### src/rtl/bc_pkg.sv
`default_nettype none
// ============================================================================
// Module      : bc_pkg
// Description : Shared constants and helpers for the boundary-scan chain slice.
// Revision    : 1.0 - initial release
// ============================================================================

package bc_pkg;

   // Cell type selector for each bit of a scan segment
   localparam logic CELL_IN  = 1'b0;
   localparam logic CELL_OUT = 1'b1;

   // Counter width able to hold 0..width+1, so that overshift stays visible
   function automatic int bc_cnt_w(input int width);
      return $clog2(width + 2);
   endfunction

endpackage : bc_pkg

`default_nettype wire

### src/rtl/bc_cell.sv
`default_nettype none
// ============================================================================
// Module      : bc_cell
// Description : One boundary-scan bit: capture/shift flop, optional update
//               flop and the functional/test output mux.
// Revision    : 1.0 - initial release
// ============================================================================

module bc_cell
   import bc_pkg::*;
#(
   parameter logic IS_OUT  = CELL_OUT,
   parameter logic UPD_RST = 1'b0
) (
   input  logic clk,
   input  logic rst_n,
   input  logic capture_dr,
   input  logic shift_dr,
   input  logic upd_en,
   input  logic mode,
   input  logic shift_in,
   input  logic data_in,
   output logic cap_q,
   output logic data_out
);

   logic r_cap;

   // Capture has priority over shift when both strobes arrive together
   always_ff @(posedge clk or negedge rst_n) begin
      if (!rst_n) begin
         r_cap <= 1'b0;
      end else if (capture_dr) begin
         r_cap <= data_in;
      end else if (shift_dr) begin
         r_cap <= shift_in;
      end
   end

   assign cap_q = r_cap;

   generate
      if (IS_OUT == CELL_OUT) begin : g_out_cell
         logic r_upd;

         always_ff @(posedge clk or negedge rst_n) begin
            if (!rst_n) begin
               r_upd <= UPD_RST;
            end else if (upd_en) begin
               r_upd <= r_cap;
            end
         end

         assign data_out = mode ? r_upd : data_in;
      end else begin : g_in_cell
         // Input-only cells never drive test data; strobes are irrelevant here
         logic w_unused;
         assign w_unused = mode ^ upd_en;
         assign data_out = data_in;
      end
   endgenerate

endmodule : bc_cell

`default_nettype wire

### src/rtl/bc_chain_reg.sv
`default_nettype none
// ============================================================================
// Module      : bc_chain_reg
// Description : WIDTH-bit boundary-scan segment with capture, shift, update
//               and a shift-length checker that suppresses bad updates.
// Revision    : 1.0 - initial release
// ============================================================================

module bc_chain_reg
   import bc_pkg::*;
#(
   parameter int               WIDTH       = 8,
   parameter logic [WIDTH-1:0] OUT_MASK    = '1,
   parameter logic [WIDTH-1:0] UPD_RST_VAL = '0,
   parameter logic             CHK_LEN     = 1'b1
) (
   input  logic                          clk,
   input  logic                          rst_n,
   input  logic                          capture_dr,
   input  logic                          shift_dr,
   input  logic                          update_dr,
   input  logic                          mode,
   input  logic                          si,
   input  logic [WIDTH-1:0]              data_in,
   output logic [WIDTH-1:0]              data_out,
   output logic                          so,
   output logic [bc_cnt_w(WIDTH)-1:0]    shift_cnt,
   output logic                          upd_err
);

   localparam int          CW        = bc_cnt_w(WIDTH);
   localparam logic [CW-1:0] c_cnt_len = CW'(WIDTH);
   localparam logic [CW-1:0] c_cnt_sat = CW'(WIDTH + 1);

   logic [WIDTH:0]  w_chain;
   logic [CW-1:0]   r_cnt;
   logic            r_err;
   logic            w_legal;
   logic            w_upd_en;

   // w_chain[i] is cell i's capture bit; the top slot feeds serial input
   assign w_chain[WIDTH] = si;

   generate
      for (genvar i = 0; i < WIDTH; i++) begin : g_cell
         bc_cell #(
            .IS_OUT  (OUT_MASK[i]),
            .UPD_RST (UPD_RST_VAL[i])
         ) u_cell (
            .clk        (clk),
            .rst_n      (rst_n),
            .capture_dr (capture_dr),
            .shift_dr   (shift_dr),
            .upd_en     (w_upd_en),
            .mode       (mode),
            .shift_in   (w_chain[i+1]),
            .data_in    (data_in[i]),
            .cap_q      (w_chain[i]),
            .data_out   (data_out[i])
         );
      end
   endgenerate

   // Zero shifts keeps the captured word; exactly WIDTH shifts loads a full new word
   assign w_legal  = (CHK_LEN == 1'b0) || (r_cnt == '0) || (r_cnt == c_cnt_len);
   assign w_upd_en = update_dr && w_legal;

   always_ff @(posedge clk or negedge rst_n) begin
      if (!rst_n) begin
         r_cnt <= '0;
      end else if (capture_dr) begin
         r_cnt <= '0;
      end else if (shift_dr && (r_cnt != c_cnt_sat)) begin
         r_cnt <= r_cnt + 1'b1;
      end
   end

   // Sticky until the next capture opens a fresh scan transaction
   always_ff @(posedge clk or negedge rst_n) begin
      if (!rst_n) begin
         r_err <= 1'b0;
      end else if (capture_dr) begin
         r_err <= 1'b0;
      end else if (update_dr && !w_legal) begin
         r_err <= 1'b1;
      end
   end

   assign so        = w_chain[0];
   assign shift_cnt = r_cnt;
   assign upd_err   = r_err;

endmodule : bc_chain_reg

`default_nettype wire

### config.mk
export PLATFORM = sky130hd
export DESIGN_NAME = bc_chain_reg
export DESIGN_NICKNAME = d
export VERILOG_FILES = /design/src/rtl/bc_pkg.sv /design/src/rtl/bc_cell.sv /design/src/rtl/bc_chain_reg.sv
export SDC_FILE = /design/constraint.sdc
export NUM_CORES = 1
export LEC_CHECK = 0
export ABC_AREA = 1
export BUFFER_PORTS_ARGS = -buffer_cell sky130_fd_sc_hd__buf_4
export CORE_MARGIN = 2
export CORE_UTILIZATION = 50
export CTS_CLUSTER_SIZE = 40
export DETAILED_ROUTE_END_ITERATION = 8
export PLACE_DENSITY = 0.87
export SETUP_SLACK_MARGIN = 0.5
export SLEW_MARGIN = 20
export SYNTH_ARGS = -nofsm -noshare
export SYNTH_HDL_FRONTEND = slang
export SYNTH_SLANG_ARGS = --single-unit
export TNS_END_PERCENT = 1
### constraint.sdc
create_clock -name clk -period 1.3 [get_ports clk]
set_input_delay 0.065 -clock clk [delete_from_list [all_inputs] [get_ports clk]]
set_output_delay 0.065 -clock clk [all_outputs]
set_load 0.02 [all_outputs]
### After elaboration in Yosys (flattened, before gate mapping)

Index checks and enable logic that the tools add are counted.

| operators by class | value |
|---|---|
| add/subtract/negate cells | 1 |
| equality and inequality tests | 2 |
| multiplexer cells | 28 |
| reductions and logical operators | 9 |

Operators with widths:

| kind | number |
|---|---|
| $mux 1 | 26 |
| $mux 4 | 2 |
| $reduce_bool 2->1 | 3 |
| $add 4x1->4 const B | 1 |
| $eq 4x4->1 const B | 1 |
| $logic_not 4->1 | 1 |
| $ne 4x4->1 const B | 1 |
| $logic_and 1x1->1 | 3 |
| $logic_not 1->1 | 1 |
| $logic_or 1x1->1 | 1 |

| storage, ports and cells | value |
|---|---|
| register bits after elaboration | 21 |
| input port bits | 15 |
| output and inout port bits | 14 |
| logic and storage cells | 58 |

### Longest topological paths before layout

Gate-level depths: netlist of run 1.

| depth | value |
|---|---|
| depth in word-level cells | 6 |
| gate-level depth with buffers | 8 |
| gate-level depth less buffers | 8 |

### Cells and area by module

From an unflattened synthesis of run 1, not the netlist that was laid out.

| second synthesis, totals | value |
|---|---|
| cells, all modules | 169 |
| area, all modules | 1162.4 um2 |

Modules (own cells, without submodules):

| module | times used | cells an instance | area each (um2) | sequential area each (um2) |
|---|---|---|---|---|
| bc_cell | 8 | 16 | 106.4 | 50.0 |
| bc_chain_reg | 1 | 41 | 311.5 | 125.1 |

### Worst setup path before layout of run 1

OpenSTA, ideal clock, no wires.

| timing | value |
|---|---|
| kind | flip-flop to flip-flop |
| from | reg r_cnt[0], in the netlist shift_cnt[0] |
| to | reg g_cell[7].u_cell.g_out_cell.r_upd |
| library setup time | 0.126 ns |
| data arrival time | 1.131 ns |
| required time | 1.174 ns |
| setup slack | 0.043 ns |
| stages on the path, launching flop included | 7 |
| path buffers | 1 |
| clock period less this slack | 1.257 ns |
| path through | dfrtp_1 inv_1 ha_1 nand3_4 buf_6 nand2_1 o21ai_0 |

| between the ends | value |
|---|---|
| cells in the longest elaborated chain, start to end | 3 |
| elaborated cells between the ends (all ways) | 4 |
| classes of those cells | eq/ne (1); reduce/logical (3) |

RTL lines:

| what | line | text |
|---|---|---|
| start: declaration | bc_chain_reg.sv:36 | `logic [CW-1:0] r_cnt;` |
| start signal: assignment | bc_chain_reg.sv:74 | `r_cnt <= r_cnt + 1'b1;` |
| $eq 4x4->1 or $logic_not 4->1 (tied branches) | bc_chain_reg.sv:65 | `assign w_legal = (CHK_LEN == 1'b0) \|\| (r_cnt == '0) \|\| (r_cnt == c_cnt_len);` |
| $logic_or 1x1->1 * | bc_chain_reg.sv:65 |  |
| $logic_and 1x1->1 * | bc_chain_reg.sv:66 | `assign w_upd_en = update_dr && w_legal;` |
| end signal: assignment | bc_cell.sv:50 | `r_upd <= r_cap;` |
| end: declaration | bc_cell.sv:44 | `logic r_upd;` |

Every way passes the cells marked *; elsewhere a longest branch is shown, timed or not.
A chain may end at the register's enable or synchronous reset.

### Worst setup path in the final report of run 1

| timing | value |
|---|---|
| from | reg g_cell[4].u_cell.g_out_cell.r_upd |
| to | out data_out[4] |

| between the ends | value |
|---|---|
| cells in the longest elaborated chain, start to end | 1 |

RTL lines:

| what | line | text |
|---|---|---|
| start: declaration | bc_cell.sv:44 |  |
| start signal: assignment | bc_cell.sv:50 |  |
| $mux 1 | bc_cell.sv:54 | `assign data_out = mode ? r_upd : data_in;` |
| end: declaration | bc_chain_reg.sv:25 | `output logic [WIDTH-1:0] data_out,` |

Every way passes these cells.

==> run summary, run 1 <==
The run finished with clean final reports. Dividing the detail-routed via count by the number of cells gives 5.250. The post-CTS clock slew at the launch and capture registers of the worst setup and hold paths is 0.13 ns. Summed over all layers, the routed wires come to 2.475 mm. The layout overhead on the synthesized area came out at 30.03%. The final setup violation count is 0. The average footprint of a synthesized cell came out at 9.269 um2. The number of max-cap violations is 0.

The antenna diode instance count came out at 0. The number of antenna violations at the first check in global routing is 0. The achievable clock frequency came out at 842.8 MHz. The data arrival time of the critical path came out at 1.12 ns.

In the layout the commonest cells are sky130_fd_sc_hd__buf_4 (24), sky130_fd_sc_hd__dfrtp_1 (19), sky130_fd_sc_hd__nand2_1 (17). The final setup skew came out at 0.01061 ns. The number of buffers added by the clock tree synthesis step came out at 3. Yosys attributes the largest share of cell area to sky130_fd_sc_hd__dfrtp_1 (47%), sky130_fd_sc_hd__mux2_2 (8.1%), sky130_fd_sc_hd__nand2_1 (6.4%), sky130_fd_sc_hd__buf_4 (5.4%), sky130_fd_sc_hd__inv_1 (4.7%). The required arrival time at the worst endpoint came out at 1.24 ns. The pin slew with the least headroom to its limit is 0.4730 ns. Across the VDD grid, the largest voltage drop is 0.8872 mV.

The routed design could run at a clock period as short as 1.187 ns. The HPWL after detailed placement is 1.611 mm. The delay contributed by the slowest stage of the critical path came out at 0.41 ns. TritonCTS built the clock tree. The final core area utilization is 67.33%. The ratio of final minimum period to clock period came out at 91.27%.

The synthesized area is 0.001112 mm2. The library cell used most frequently in the layout, excluding fill and tap cells, is sky130_fd_sc_hd__buf_4. The core area came out at 0.002148 mm2.

The global-route usage over all layers is 20.98%. The worst slew margin relative to its limit came out at 68.35%. The power per unit of standard cell area came out at 1304 mW/mm2. The synthesized instance count is 120. The worst setup path is captured at an output port. The number of pins exceeding their max-slew limit in the final report came out at 0.

The DRC violation total after the first TritonRoute iteration came out at 15. Among cell families on the critical path, the largest total delay comes from flip-flops. The register bit total from synthesis is 21. The summed negative setup slack over all endpoints is 0 ns.

The overall die width came out at 51.17 um. The number of input and output port buffers inserted came out at 28. The weighted congestion at the end of routability-driven global placement is 0.7828. OpenSTA, run right after detailed placement, puts the worst setup slack at 0.1103 ns.

In this run the worst hold path is classified as in -> reg. The number of top-level pins came out at 29. The number of placement rows is 17.

The die boundary height is 51.17 um. The first global-routing pass estimated 4.084 mm of wire. The sequential-to-total area share from yosys stat is 47.24%. The layout cell share with drive strength beyond 1 came out at 41.89%. Counting every net in the synthesized netlist gives 138. The H-tree depth reported by CTS came out at 1. For this design, the slowest cell found on the critical path is sky130_fd_sc_hd__dfrtp_1. The number of distinct library cells after synthesis is 20. For this configuration, the core starts out at a cell density of 51.78%.

The total via count in the routed design is 924. The number of nets with antenna violations after routing is 0. Summed over all instances, the cell type with the most area after synthesis is sky130_fd_sc_hd__dfrtp_1. The number of remaining DRC errors is 0. The count of yosys warnings during synthesis came out at 0. The global route total overflow is 0.

The clock insertion delay at the later pin of the skew report came out at 0.30 ns. The power consumption came out at 1886 uW. The total number of clock tree sinks came out at 21. The maximum number of pins on one net before global-route repair came out at 22.

The number of global-route vias before repair is 903. STA classifies the critical path startpoint as a register. The count of buffer and inverter cells on the critical path came out at 1.

Setup repair after global routing could not meet its margin everywhere. By startpoint and endpoint, the worst setup path is classified as reg -> out. The critical path goes through mux2_2 > buf_6. In the final routed layout, each cell accounts on average for 14.06 um. The standby leakage power came out at 0.0007094 uW.

Across all hold checks on the routed design, the worst slack comes to 0.04568 ns. The count of endpoints failing hold in the final timing report came out at 0. The total number of nets in the final design is 167. The maximum net fanout on the critical path is 2. The area of the die came out at 0.002618 mm2.

The first TritonRoute pass finished after 4 iterations. The area share of the leading cell type in the synthesized netlist came out at 47.24%. The buffer type at the clock tree root is sky130_fd_sc_hd__clkbuf_4. The maximum clock insertion buffer count is 2. The worst path meets setup with 0.1134 ns of slack.
-- worst reg2reg max path, stage by stage (launching register included) --
cell and delay (ns):
sky130_fd_sc_hd__dfrtp_2 0.48, sky130_fd_sc_hd__inv_2 0.10, sky130_fd_sc_hd__ha_4 0.17, sky130_fd_sc_hd__nand3_4 0.12, sky130_fd_sc_hd__nand2_1 0.09, sky130_fd_sc_hd__o21ai_0 0.08
-- stage by stage --
stage / instance area (um2) / std cells
2_1_floorplan: 1147 / 120
3_3_place_gp: 1305 / 165
3_5_place_dp: 1305 / 165
4_1_cts: 1416 / 175
5_1_grt: 1446 / 176
6_report: 1446 / 176
-- cell families (layout without fill, tap and decap cells) --
logic type / after synthesis / count (layout) / synth area share (%)
fa+ha+maj: 3 / 3 / 3.375
xor+xnor: 1 / 1 / 0.7875
mux: 8 / 8 / 8.099
buf+inv: 27 / 54 / 13.27
flops: 21 / 21 / 47.24
simple gates: 34 / 35 / 14.29
compound gates: 26 / 26 / 12.94
-- layout make-up --
class                      count  area, um2
clock buffer                   3      22.52
tap                           28      35.03
fill                         179      701.9
clock inverter                 1      5.005
multi-input combinational     73      503.0
sequential                    21      528.0
timing repair buffer          34      290.3
inverter                      16      62.56
-- registers in the layout (all words and copies together) (netlist names) --
| signal | flops |
|---|---|
| g_cell.u_cell.cap_q | 8 |
| g_cell.u_cell.g_out_cell.r_upd | 8 |
| shift_cnt | 4 |
| upd_err | 1 |
-- path summary, 6_finish.rpt --
path,start,to,slack [ns],cells after the start
setup / recovery,g_cell[4].u_cell.g_out_cell.r_upd,data_out[4],0.11,2
max in group asynchronous,rst_n,shift_cnt[0],0.91,2
setup reg to reg,shift_cnt[0],g_cell[0].u_cell.g_out_cell.r_upd,0.15,5
hold reg to reg,g_cell[5].u_cell.g_out_cell.r_upd,g_cell[5].u_cell.g_out_cell.r_upd,0.50,2
min in group asynchronous,rst_n,g_cell[3].u_cell.cap_q,0.16,2
hold / removal,si,g_cell[7].u_cell.cap_q,0.05,3
-- per-layer routing --
metal / global-route usage (%) / up-vias / wire length [um]
met1: 28.71 / 455 / 1066
met3: 4.386 / 0 / 124
met2: 33.55 / 26 / 1285
met4: 6.306 / 0 / 0
met5: 0 / - / 0
li1: - / 443 / -
-- power by group --
part	total (uW)	internal [uW]	switching (uW)
logic	714	360	355
registers	859	779	80.3
clock network	313	114	199
total	1890	1250	634
-- timing repair --
item	in CTS	in global routing
gates cloned	0	1
pin swaps	0	3
resized for setup	10	6
hold endpoints to repair	22	0
setup endpoints to repair	27	27
buffers inserted	4	0
hold buffers	2	0
-- synth_stat cells --
cell type                 instances
sky130_fd_sc_hd__inv_1           14
sky130_fd_sc_hd__xnor2_1          1
sky130_fd_sc_hd__buf_6            2
sky130_fd_sc_hd__buf_2            1
sky130_fd_sc_hd__nand2_4          1
sky130_fd_sc_hd__nand2_2          1
sky130_fd_sc_hd__a21oi_1          7
sky130_fd_sc_hd__o21ai_2          1
sky130_fd_sc_hd__buf_4            8
sky130_fd_sc_hd__mux2_2           8
sky130_fd_sc_hd__nand2_1         19
sky130_fd_sc_hd__nor2_1           7
sky130_fd_sc_hd__nand3_4          1
sky130_fd_sc_hd__ha_1             3
sky130_fd_sc_hd__o21ai_0         10
sky130_fd_sc_hd__nand3_1          4
sky130_fd_sc_hd__o22ai_1          8
sky130_fd_sc_hd__inv_2            2
sky130_fd_sc_hd__dfrtp_1         21
sky130_fd_sc_hd__nand4_1          1
(Power assumes the default switching activity.)
==> inputs of run 2 (changes only) <==
--- a/config.mk
+++ b/config.mk
@@ -13,8 +13,9 @@
 export DETAILED_ROUTE_END_ITERATION = 8
 export PLACE_DENSITY = 0.87
 export SETUP_SLACK_MARGIN = 0.5
-export SLEW_MARGIN = 20
+export SLEW_MARGIN = 10
 export SYNTH_ARGS = -nofsm -noshare
 export SYNTH_HDL_FRONTEND = slang
+export SYNTH_HIERARCHICAL = 1
 export SYNTH_SLANG_ARGS = --single-unit
 export TNS_END_PERCENT = 1
==> run 2 against run 1 <==
Against the previous run: non-clock buffer count rose by 9; worst hold slack got worse by 0.031 ns; via count grew 24%; setup slack worse by 0.034 ns; cell area grew 12%; largest power group unchanged.
==> run summary, run 2 <==
The number of nets with antenna violations after routing is 0. The area of the die is 0.002726 mm2. The number of global-route vias before repair came out at 1115. Net switching is 34.97% of the power. The synthesized instance count came out at 169. Setup repair after global routing could not meet its margin everywhere.

The worst slew margin relative to its limit is 81.47%. Counting instances in the post-synthesis netlist gives the leading cell types as sky130_fd_sc_hd__nand2_1 (51), sky130_fd_sc_hd__inv_1 (39), sky130_fd_sc_hd__dfrtp_1 (21), sky130_fd_sc_hd__nor2_1 (12), sky130_fd_sc_hd__nand3_1 (11). The worst path setup slack after routing is 0.07971 ns. For the worst-skew pair, the clock arrives at the later sink with an insertion delay of 0.30 ns. Sequential elements use 45.21% of the synthesized area. The final setup violation count came out at 0. Leaving out fill and tap cells, the most frequent cell in the layout is sky130_fd_sc_hd__nand2_1. In the global route stage, overall resource usage came out at 22.43%. Counting along the longest clock path gives a buffer depth of 2. The number of clock buffers added by TritonCTS is 3.

The clock network burns 17.2% of the power. Of all nets on the critical path, the largest fanout is 5. The critical path is of the reg -> reg type. The number of distinct library cells after synthesis is 14. The layout overhead on the synthesized area is 39.29%. The total via count in the routed design is 1149. The endpoint class of the critical path is a register. In the layout the commonest cells are sky130_fd_sc_hd__nand2_1 (50), sky130_fd_sc_hd__inv_1 (37), sky130_fd_sc_hd__buf_4 (32). The detailed router finished its first iteration with 14 violations. The highest ir drop seen on vdd came out at 0.8558 mV. The achievable clock frequency is 819.5 MHz. The routed metal-1 wirelength is 1.134 mm. The multi-input combinational cells in the finished layout cover a total of 493.0 um2.

The number of nets produced by synthesis is 187. The cell area after placement is 0.001438 mm2. The ratio of final minimum period to clock period is 93.87%. The most used flip-flop cell after synthesis is sky130_fd_sc_hd__dfrtp_1.

The cell area after layout came out at 0.001619 mm2. The switching power total came out at 642.1 uW. The slowest stage cell on the critical path is sky130_fd_sc_hd__dfrtp_2.

The number of input and output port buffers inserted came out at 28. STA classifies the critical path startpoint as a register. The power per unit of standard cell area is 1134 mW/mm2. For this run, the post-layout net count is 235.

The internal power component is 1194 uW. The initial core utilization came out at 52.55%. Counting flops with an async set or reset pin after synthesis yields a share of 100.0%.

The number of inserted filler cells in the final layout came out at 165. The required arrival time at the worst endpoint is 1.54 ns. The number of remaining DRC errors is 0. The number of antenna violations at the first check in global routing came out at 0. The share of total power dissipated in combinational logic is 36.1%. The final period demand of the worst path came out at 1.220 ns.

The number of pins exceeding their max-slew limit in the final report came out at 0. The flow ran to the end, and the final reports show no timing, DRC or antenna violations. The met3 routed wirelength is 154 um. The number of top-level pins is 29. The number of synthesized flops with an enable pin is 0. The highest layer touched by signal routing is met4. The average footprint of a synthesized cell is 6.878 um2. Across the whole layout, storage elements account for 528.0 um2.

The count of yosys warnings during synthesis came out at 6. The worst slack after detailed placement came out at -0.02019 ns. In this design, the stage delay of the slowest critical-path cell is 0.47 ns. The sequential share of power is 46.8%. The core area came out at 0.002212 mm2.

For this design, the sink count on the clock tree is 21. The most common cell in the synthesized netlist is sky130_fd_sc_hd__nand2_1. The number of placement rows is 17. The post-detailed-route via-to-cell ratio came out at 4.709. The register bit total from synthesis is 21.

The TritonCTS clock tree is yes. The post-route netlist has 27.78% of its cells at a drive strength greater than 1. In this run the number of H-tree levels came out at 1. Of all cell types, the one taking the most synthesized area is sky130_fd_sc_hd__dfrtp_1. The die boundary height came out at 52.22 um.

Summed over all cells, the static leakage comes to 0.0009359 uW. The post-DP HPWL came out at 1.763 mm. The global route total overflow is 0.

The routed length on met2 came out at 1.370 mm. The data arrival time of the critical path came out at 1.46 ns. The number of max-cap violations came out at 0. The repair_antennas step left the layout with diodes totalling 0. The area share of the leading cell type in the synthesized netlist came out at 45.21%.

The count of endpoints failing hold in the final timing report is 0. The global-route wire length before repair came out at 4.540 mm. The first-pass detailed-route iteration total came out at 4. CTS placed an instance of sky130_fd_sc_hd__clkbuf_4 at the clock tree root. The overall die width came out at 52.22 um.

Routability-driven placement finished with a final weighted congestion of 0.7375. After detailed routing, the total wire length is 2.684 mm. The synthesized area is 0.001162 mm2. The post-CTS clock slew at the launch and capture registers of the worst setup and hold paths came out at 0.12 ns.

The pin slew with the least headroom to its limit is 0.2780 ns. The maximum number of pins on one net before global-route repair is 22. The average detailed-routed wire length per instance is 11.00 um. The path category of the worst min-delay check is in -> reg.

Ranked by total cell area, the synthesized netlist is headed by sky130_fd_sc_hd__dfrtp_1 (45%), sky130_fd_sc_hd__nand2_1 (16%), sky130_fd_sc_hd__inv_1 (13%), sky130_fd_sc_hd__nand3_1 (4.7%), sky130_fd_sc_hd__a21oi_1 (3.9%). Walking the worst path, the cells encountered are inv_2 > ha_4 > nand2_4 > nor2_4 > buf_4 > nor2_1 > a21oi_2. Across the routed clock network, the largest skew measured is 0.006244 ns.
==> run 2: cell types whose count changed in the layout (fill, tap and decap cells not counted), moves of 7 or more <==
cell	previous run	this run
sky130_fd_sc_hd__buf_4	24	32
sky130_fd_sc_hd__inv_1	11	37
sky130_fd_sc_hd__o22ai_1	8	0
sky130_fd_sc_hd__dlygate4sd3_1	2	9
sky130_fd_sc_hd__o21ai_0	7	0
sky130_fd_sc_hd__nand3_1	3	11
sky130_fd_sc_hd__mux2_2	7	0
sky130_fd_sc_hd__nand2_1	17	50
==> run 2: logic make-up (layout without fill, tap and decap cells) <==
group / after synthesis / count (layout) / synth area share, %
xor+xnor: 1 / 1 / 0.7536
simple gates: 78 / 78 / 27.56
buf+inv: 48 / 95 / 15.50
flops: 21 / 21 / 45.21
fa+ha+maj: 3 / 3 / 3.230
compound gates: 18 / 18 / 7.750
==> run 2: routing by layer <==
layer  vias up  global-route usage [%]
met5         -                       0
met3         4                   2.857
met2        33                   42.41
li1        590                       -
met4         0                   5.128
met1       522                   26.87
==> run 2: worst paths after layout <==
check	start	cells past startpoint	slack, ns	to
max	shift_cnt[0]	7	0.08	g_cell[3].u_cell/g_out_cell.r_upd
min	update_dr	3	0.01	upd_err
max reg2reg	shift_cnt[0]	7	0.08	g_cell[3].u_cell/g_out_cell.r_upd
min reg2reg	upd_err	2	0.53	upd_err
max in group asynchronous	rst_n	2	0.89	shift_cnt[0]
min in group asynchronous	rst_n	2	0.18	g_cell[1].u_cell/g_out_cell.r_upd
==> run 2: cell type report <==
class	count	area share, %
Clock inverter	1	0.3091
Clock buffer	3	1.391
Timing Repair Buffer	43	21.79
Inverter	48	11.28
Tap cell	28	2.164
Sequential cell	21	32.61
Multi-Input combinational cell	100	30.45
==> run 2: critical path: cells and delay by family, from the launching register on <==
kind | cells | cell delay (ns)
buffers and inverters | 2 | 0.24
adder cells (fa/ha/maj) | 1 | 0.14
AO/OA/AOI/OAI | 1 | 0.10
AND/OR/NAND/NOR | 3 | 0.20
flip-flops | 1 | 0.47
==> run 2: repair_timing <==
| item | in CTS | in global routing |
|---|---|---|
| setup endpoints to repair | 27 | 29 |
| hold endpoints to repair | 29 | 0 |
| setup buffers | 5 | 1 |
| hold buffers | 9 | 0 |
| resized for setup | 4 | 2 |
| gates cloned | 0 | 0 |
| pin swaps | 3 | 0 |
==> run 2: stage by stage <==
step,hold slack (ns),TNS (ns),cells,utilization (%),power (uW)
after floorplan,-0.2306,0,169,-,1216
after global placement,-0.03690,0,225,64.99,1423
after detailed placement,-0.03739,-0.02563,225,64.99,1451
after CTS,0.006593,0,243,72.51,1828
after global routing,0.03167,-0.001659,244,73.19,1964
final,0.01447,0,244,73.19,1836
==> run 2: power by group through the flow <==
stage,clock (uW),sequential (uW),combinational (uW)
after CTS,324,858,645
after global placement,0,865,558
after floorplan,0,875,341
after detailed placement,0,871,581
final,315,858,662
after global routing,348,872,743
